**config.mk**
```make
export PLATFORM = sky130hd
export DESIGN_NAME = mod_counter_chain_flat
export DESIGN_NICKNAME = d
export VERILOG_FILES = /design/src/rtl/mod_counter_chain_if.sv /design/src/rtl/mod_counter_chain.sv /design/src/flat_wrapper.sv
export SDC_FILE = /design/constraint.sdc
export NUM_CORES = 1
export LEC_CHECK = 0
export ABC_AREA = 1
export CORE_UTILIZATION = 49
export DETAILED_ROUTE_END_ITERATION = 6
export MAX_ROUTING_LAYER = met4
export PLACE_DENSITY = 0.8
export SLEW_MARGIN = 10
export SYNTH_ARGS = -nofsm -noshare
export SYNTH_HDL_FRONTEND = slang
export SYNTH_SLANG_ARGS = --single-unit
```
**constraint.sdc**
```tcl
create_clock -name clk -period 1.7 [get_ports clk]
set_input_delay 0.34 -clock clk [delete_from_list [all_inputs] [get_ports clk]]
set_output_delay 0.34 -clock clk [all_outputs]
set_load 0.01 [all_outputs]
```
**src/rtl/mod_counter_chain_if.sv**
```systemverilog
// Control and status bundle for mod_counter_chain.
// The master drives the controls; the counter drives the status.
interface mod_counter_chain_if #(
    parameter int WIDTH  = 4,
    parameter int DIGITS = 4
);
    logic                    en;
    logic                    up;
    logic                    clr;
    logic                    load;
    logic [DIGITS*WIDTH-1:0] load_val;
    logic [DIGITS*WIDTH-1:0] cnt;
    logic                    tc;
    logic                    wrap;
    logic                    ovf;

    modport master (
        output en, up, clr, load, load_val,
        input  cnt, tc, wrap, ovf
    );

    modport slave (
        input  en, up, clr, load, load_val,
        output cnt, tc, wrap, ovf
    );
endinterface

```
**src/rtl/mod_counter_chain.sv**
```systemverilog
// Cascaded modulo-MODULUS digit counter: up/down, clear, load,
// terminal count for chaining, wrap pulse and sticky overflow.
module mod_counter_chain #(
    parameter int MODULUS = 10,
    parameter int WIDTH   = 4,
    parameter int DIGITS  = 4
) (
    input logic                clk,
    input logic                rst,
    mod_counter_chain_if.slave bus
);
    localparam int NB = DIGITS * WIDTH;
    localparam logic [WIDTH-1:0] TOP  = WIDTH'(MODULUS - 1);
    localparam logic [WIDTH:0]   MODV = (WIDTH+1)'(MODULUS);

    logic [NB-1:0]    cnt_q, cnt_d;
    logic             wrap_q, wrap_d;
    logic             ovf_q, ovf_d;
    logic [NB-1:0]    step_v;
    logic [NB-1:0]    load_v;
    logic [WIDTH-1:0] dig;
    logic [WIDTH-1:0] ld;
    logic             carry;
    logic             borrow;
    logic             tc;

    // carry/borrow end up as the all-top / all-zero flags
    always_comb begin
        step_v = '0;
        load_v = '0;
        dig    = '0;
        ld     = '0;
        carry  = 1'b1;
        borrow = 1'b1;
        for (int k = 0; k < DIGITS; k++) begin
            dig = cnt_q[k*WIDTH +: WIDTH];
            ld  = bus.load_val[k*WIDTH +: WIDTH];
            step_v[k*WIDTH +: WIDTH] = dig;
            if ({1'b0, dig} >= MODV) begin
                if (bus.up ? carry : borrow)
                    step_v[k*WIDTH +: WIDTH] = '0;
            end else if (bus.up) begin
                if (carry)
                    step_v[k*WIDTH +: WIDTH] =
                        (dig == TOP) ? '0 : dig + WIDTH'(1);
            end else begin
                if (borrow)
                    step_v[k*WIDTH +: WIDTH] =
                        (dig == '0) ? TOP : dig - WIDTH'(1);
            end
            load_v[k*WIDTH +: WIDTH] =
                ({1'b0, ld} < MODV) ? ld : '0;
            carry  = carry & (dig == TOP);
            borrow = borrow & (dig == '0);
        end
    end

    assign tc = bus.en & (bus.up ? carry : borrow);

    always_comb begin
        cnt_d  = cnt_q;
        wrap_d = 1'b0;
        ovf_d  = ovf_q;
        if (bus.clr) begin
            cnt_d = '0;
            ovf_d = 1'b0;
        end else if (bus.load) begin
            cnt_d = load_v;
        end else if (bus.en) begin
            cnt_d  = step_v;
            wrap_d = tc;
            ovf_d  = ovf_q | tc;
        end
    end

    always_ff @(posedge clk or negedge rst) begin
        if (!rst) begin
            cnt_q  <= '0;
            wrap_q <= 1'b0;
            ovf_q  <= 1'b0;
        end else begin
            cnt_q  <= cnt_d;
            wrap_q <= wrap_d;
            ovf_q  <= ovf_d;
        end
    end

    assign bus.cnt  = cnt_q;
    assign bus.tc   = tc;
    assign bus.wrap = wrap_q;
    assign bus.ovf  = ovf_q;
endmodule

```
**src/flat_wrapper.sv**
```systemverilog
// flat-port wrapper written by rule: the top's interface ports become plain ports
module mod_counter_chain_flat 
#(
    parameter int MODULUS = 10,
    parameter int WIDTH   = 4,
    parameter int DIGITS  = 4
)
  (clk, rst, bus_en, bus_up, bus_clr, bus_load, bus_load_val, bus_cnt, bus_tc, bus_wrap, bus_ovf);
  mod_counter_chain_if #(.WIDTH(WIDTH), .DIGITS(DIGITS)) bus_i ();
  input logic clk;
  input logic rst;
  input wire logic [$bits(bus_i.en)-1:0] bus_en;
  input wire logic [$bits(bus_i.up)-1:0] bus_up;
  input wire logic [$bits(bus_i.clr)-1:0] bus_clr;
  input wire logic [$bits(bus_i.load)-1:0] bus_load;
  input wire logic [$bits(bus_i.load_val)-1:0] bus_load_val;
  output wire logic [$bits(bus_i.cnt)-1:0] bus_cnt;
  output wire logic [$bits(bus_i.tc)-1:0] bus_tc;
  output wire logic [$bits(bus_i.wrap)-1:0] bus_wrap;
  output wire logic [$bits(bus_i.ovf)-1:0] bus_ovf;
  assign bus_i.en = bus_en;
  assign bus_i.up = bus_up;
  assign bus_i.clr = bus_clr;
  assign bus_i.load = bus_load;
  assign bus_i.load_val = bus_load_val;
  assign bus_cnt = bus_i.cnt;
  assign bus_tc = bus_i.tc;
  assign bus_wrap = bus_i.wrap;
  assign bus_ovf = bus_i.ovf;
  mod_counter_chain #(.MODULUS(MODULUS), .WIDTH(WIDTH), .DIGITS(DIGITS)) u_core (.clk(clk), .rst(rst), .bus(bus_i));
endmodule
```
Yosys cells after proc, flatten, opt, wreduce, memory -nomap -nowiden
Index checks and enable logic that the tools add are counted.
{"block": "classes", "shift": 0, "order_cmp": 8, "n_div": 0, "n_eq_ne": 11, "n_reduce_logical": 13, "add_sub_neg": 8, "n_mux": 42, "bitwise_logic": 8, "multipliers": 0}
{"operator": "2-to-1 mux 4 bit", "count": 29}
{"operator": "2-to-1 mux 16 bit", "count": 3}
{"operator": "adder 4 x 1 -> 4 bit, second input constant", "count": 4}
{"operator": "== test 4 bit, second input constant", "count": 4}
{"operator": "greater-or-equal comparator 4 bit, second input constant", "count": 4}
{"operator": "logical NOT 4 bit", "count": 4}
{"operator": "< comparator 4 bit, second input constant", "count": 4}
{"operator": "subtractor 4 x 1 -> 4 bit, second input constant", "count": 4}
{"operator": "inequality test 5 x 1 -> 1 bit, second input constant", "count": 3}
{"operator": "nonzero test 5 bit", "count": 3}
{"operator": "inequality test 4 bit, second input constant", "count": 3}
{"operator": "AND reduction 4 bit", "count": 3}
{"operator": "2-to-1 mux 1 bit", "count": 10}
{"operator": "AND 1 bit", "count": 7}
{"operator": "nonzero test 3 bit", "count": 1}
{"operator": "inequality test 2 bit, second input constant", "count": 1}
{"operator": "AND reduction 2 bit", "count": 1}
{"operator": "nonzero test 2 bit", "count": 1}
{"operator": "OR 1 bit", "count": 1}
{"block": "totals", "word_cells": 96, "memories": 0, "romBits": 0, "latch_bits": 0, "ff_bits": 18, "ram_bits": 0, "out_inout_bits": 19, "inputBits": 22}

Longest topological paths before layout
{"block": "depth", "ltp_word": 10, "mapped_depth": 10, "depth_no_buf": 9}

Worst setup path before layout
Ideal clock, no wire load.
{"block": "synth_path", "path_type": "register -> output", "start": "reg u_core.cnt_q[3] (netlist: u_core.bus.cnt[3])", "end": "out bus_tc", "required_time_ns": 1.360, "path_buffers": 1, "path_stages_with_launch": 10, "t_arrival_ns": 1.301, "slack_ns": 0.059, "cell_sequence": "dfrtp_1 buf_2 nor2_4 nand2_4 nor2_4 nand3_2 or2_1 nand2_2 nand2_2 inv_1"}
{"block": "synth_between", "elab_chain_cells": 6, "word_cells_on_any_way": 10, "cone_classes": "eq/ne (1); mux (1); bitwise (7); reduce/logical (1)"}
{"item": "from (decl)", "line": "mod_counter_chain.sv:16", "text": "logic [NB-1:0] cnt_q, cnt_d;"}
{"item": "from (signal assigned)", "line": "mod_counter_chain.sv:82", "text": "cnt_q <= cnt_d;"}
{"item": "== test 4 bit / logical NOT 4 bit (equally long branches)", "line": "mod_counter_chain.sv:53, mod_counter_chain.sv:54"}
{"item": "AND 1 bit, on equally long branches (3 in series)", "line": "mod_counter_chain.sv:53, mod_counter_chain.sv:54"}
{"item": "2-to-1 mux 1 bit (*)", "line": "mod_counter_chain.sv:58", "text": "assign tc = bus.en & (bus.up ? carry : borrow);"}
{"item": "AND 1 bit (*)", "line": "mod_counter_chain.sv:58"}
{"item": "to (decl)", "line": "flat_wrapper.sv:18", "text": "output wire logic [$bits(bus_i.tc)-1:0] bus_tc;"}
Every way passes the cells marked *; elsewhere a longest branch is shown, timed or not.

Worst setup path after layout
{"block": "layout_path", "start": "reg u_core.cnt_q[10] (netlist: u_core.bus.cnt[10])", "end": "out bus_tc"}
{"block": "layout_between", "elab_chain_cells": 5, "word_cells_on_any_way": 8, "cone_classes": "eq/ne (1); mux (1); bitwise (5); reduce/logical (1)"}
{"item": "== test 4 bit / logical NOT 4 bit (equally long branches)", "line": "mod_counter_chain.sv:53, mod_counter_chain.sv:54"}
{"item": "AND 1 bit, on equally long branches (2 in series)", "line": "mod_counter_chain.sv:53, mod_counter_chain.sv:54"}
{"item": "2-to-1 mux 1 bit (*)", "line": "mod_counter_chain.sv:58"}
{"item": "AND 1 bit (*)", "line": "mod_counter_chain.sv:58"}
Marks and branches as above.

==> results.cfg <==
[outcome]
status = finished, violations left
violations = negative setup slack

[floorplanning]
design.core.area_um2 = 3100
fp.dieH_um = 59.6
die_area_um2 = 3550
dieWidth_um = 59.6
ios = 41
rows = 20
start_util_pct = 52.4

[grt]
grt_overflow_total = 0
antenna_found_initial = 0
grt_util_met2_pct = 56.0
grt_max_degree = 19
grt_usage_pct = 31.9
grt-busiest-layer = met2
use_met1_pct = 39.8
grt_pass1_wl_mm = 8.35
met3_usage_pct = 1.97
first_global_vias = 1971

[timing]
period_share_pct = 119
max-slew-margin-rel_pct = 75.2
max_freq_mhz = 495
setup_viol = 1
final_hold_viol_count = 0
hold_ws_ns = 0.377
rsz0062_at_grt = yes
slew_viol_final = 0
worst_slew_pin_slew_ns = 0.368
setup_slack_ns = -0.319
period_needed_ns = 2.02
finalClockSkew_ns = 0.00161

[logic_synthesis]
synth_compound_gate_area_share_pct = 15.8
seq_area_frac_synth_pct = 27.7
synth-adder-area-share_pct = 0
synth-seq-cells = 18
synth_ff_type = dfrtp_1
netlist_area_um2 = 1630
netlist_instances = 270
synth.distinct_cells = 29
synth_edf_count = 0
yosysTopAreaCell = dfrtp_1
synth_top_family_by_area = simple AND/OR/NAND/NOR gates
synth_top_cells_by_count = nand2_1 (94), inv_1 (31), nand3_1 (31)
avgSynthCellArea_um2 = 6.02
synthArstFlopShare_pct = 100
synth.area.mux_share_pct = 0
synth.net_count = 292
synth_most_common_cell = nand2_1
synth_area_leaders = dfrtp_1 (28%), nand2_1 (22%), nand3_1 (9.5%), o21ai_0 (8.3%), inv_1 (7.2%)
yosysTopAreaCellShare_pct = 27.7
synthSimpleGateAreaFrac_pct = 45.8
ys_warn_count = 0
synth_xor_area_share_pct = 0.538

[power]
p_comb_share_pct = 53.1
p_leak_nw = 1.43
switching_share_pct = 39.9
power.internal_uw = 964
ir_worst_vdd_uv = 365
powerDensity_nw_per_um2 = 621
clock_power_share_pct = 15.0
seqPwrFrac_pct = 31.9
switching_power_uw = 639

[job]
maxCapViolCount = 0

[placed_design]
port_buffers = 40
place_hpwl_mm = 3.73
place_ws_ns = -0.637
placed_area_um2 = 2440
gp_congestion = 0.939

[clocking]
cts-root-buf = clkbuf_4
cts_tree = yes
path_clk_slew_ns = 0.12
cts.htree.levels = 1
cts_sinks = 18
cts-buffers-inserted = 3
clockBufferDepth = 2
clock_latency_ns = 0.31

[finish]
area_growth_pct = 58.8
diodes = 0
fill_cells = 221
fin_nets = 392
fin_area_um2 = 2580
drive_gt1_share_pct = 26.1

[detailed_routing]
drcViolationCount = 0
initialDrtViolationCount = 196
drtAntennaViolNets = 0
vias = 2186
viasPerCell = 5.31
wl_mm = 5.48
detailedRoute.firstPassIterationCount = 5
wl_per_cell_um = 13.3

[worst_setup_path]
worst_setup_path_end_kind = output pin
cp.required_ns = 1.36
arrival_ns = 1.68
critPathMaxFanout = 4
crit_type = reg2out
start_kind = register

[min_path]
hp-class = in2async
-- power by group through the flow --
stage / Combinational (mW) / Sequential, mW / Clock (mW)
after floorplan: 0.328 / 0.555 / 0
after global placement: 0.762 / 0.513 / 0
after detailed placement: 0.771 / 0.516 / 0
after CTS: 0.815 / 0.507 / 0.235
after global routing: 0.928 / 0.515 / 0.257
final: 0.852 / 0.511 / 0.240
-- cell usage in the layout (no fill, tap or decap), types with 3 or more instances in the layout --
cell,n
nor2_1,18
clkdlybuf4s50_1,25
inv_1,29
clkbuf_4,3
a21oi_1,7
nand2_1,87
buf_4,58
nand3_1,31
dlymetal6s2s_1,7
o21ai_0,26
dfrtp_1,18
nand2_2,11
dlygate4sd2_1,6
o211ai_1,4
nor2_2,5
inv_2,4
nor2_4,7
-- critical path, stage by stage, from the launching register on --
cell and delay, ns:
dfrtp_1 0.45, inv_2 0.11, nand2_2 0.09, nor2_4 0.14
nand3_2 0.08, or2_1 0.22, nand2_2 0.07, nand2_2 0.07
inv_2 0.05, buf_6 0.09
-- sequential cells by signal, summed over array words and instances, names as in the netlist --
name / count
u_core.bus.ovf: 1
u_core.bus.cnt: 16
u_core.bus.wrap: 1
-- per-layer routing --
| layer | vias up | part of all wire [%] |
|---|---|---|
| met3 | 17 | 8.3 |
| met2 | 115 | 47 |
| met4 | 0 | 2.1 |
| met1 | 982 | 42 |
| li1 | 1072 | - |
| met5 | - | 0 |
-- worst paths after layout --
path,end,from,cells after the start,slack (ns)
max,bus_tc,u_core.bus.cnt[10],9,-0.32
min,u_core.bus.cnt[9],rst,2,0.38
max reg2reg,u_core.bus.cnt[11],u_core.bus.cnt[10],12,0.12
min reg2reg,u_core.bus.ovf,u_core.bus.ovf,2,0.51
max in group asynchronous,u_core.bus.cnt[6],rst,2,1.11
min in group clk,u_core.bus.ovf,u_core.bus.ovf,2,0.51
-- stage by stage --
stage	setup TNS, ns	std cells	total power, mW	utilization, %
after floorplan	0	270	0.883	-
after global placement	-2.72	400	1.27	78.8
after detailed placement	-2.96	400	1.29	78.8
after CTS	-0.768	413	1.56	82.0
after global routing	-0.428	412	1.70	83.2
final	-0.319	412	1.60	83.2
-- kinds of logic (layout without fill, tap and decap cells) --
group,count (synthesis),count (layout)
AOI/OAI and AO/OA,46,46
DFF,18,18
buffers and inverters,40,138
xor gates and xnor gates,1,1
and+or+nand+nor,165,165
-- layout make-up --
| type | count | area, um^2 | area share, % |
|---|---|---|---|
| Clock buffer | 3 | 22.5 | 0.872 |
| Tap cell | 44 | 55.1 | 2.13 |
| Inverter | 35 | 133 | 5.14 |
| Timing Repair Buffer | 100 | 878 | 34.0 |
| Sequential cell | 18 | 450 | 17.4 |
| Multi-Input combinational cell | 212 | 1040 | 40.4 |
-- timing repair --
action,4_1_cts,5_1_grt
hold buffers,0,0
gates cloned,0,0
pin swaps,3,8
setup buffers,10,3
resized for setup,18,18
endpoints found under the setup margin,8,13
Note: power is estimated with default switching activity, not from simulation.
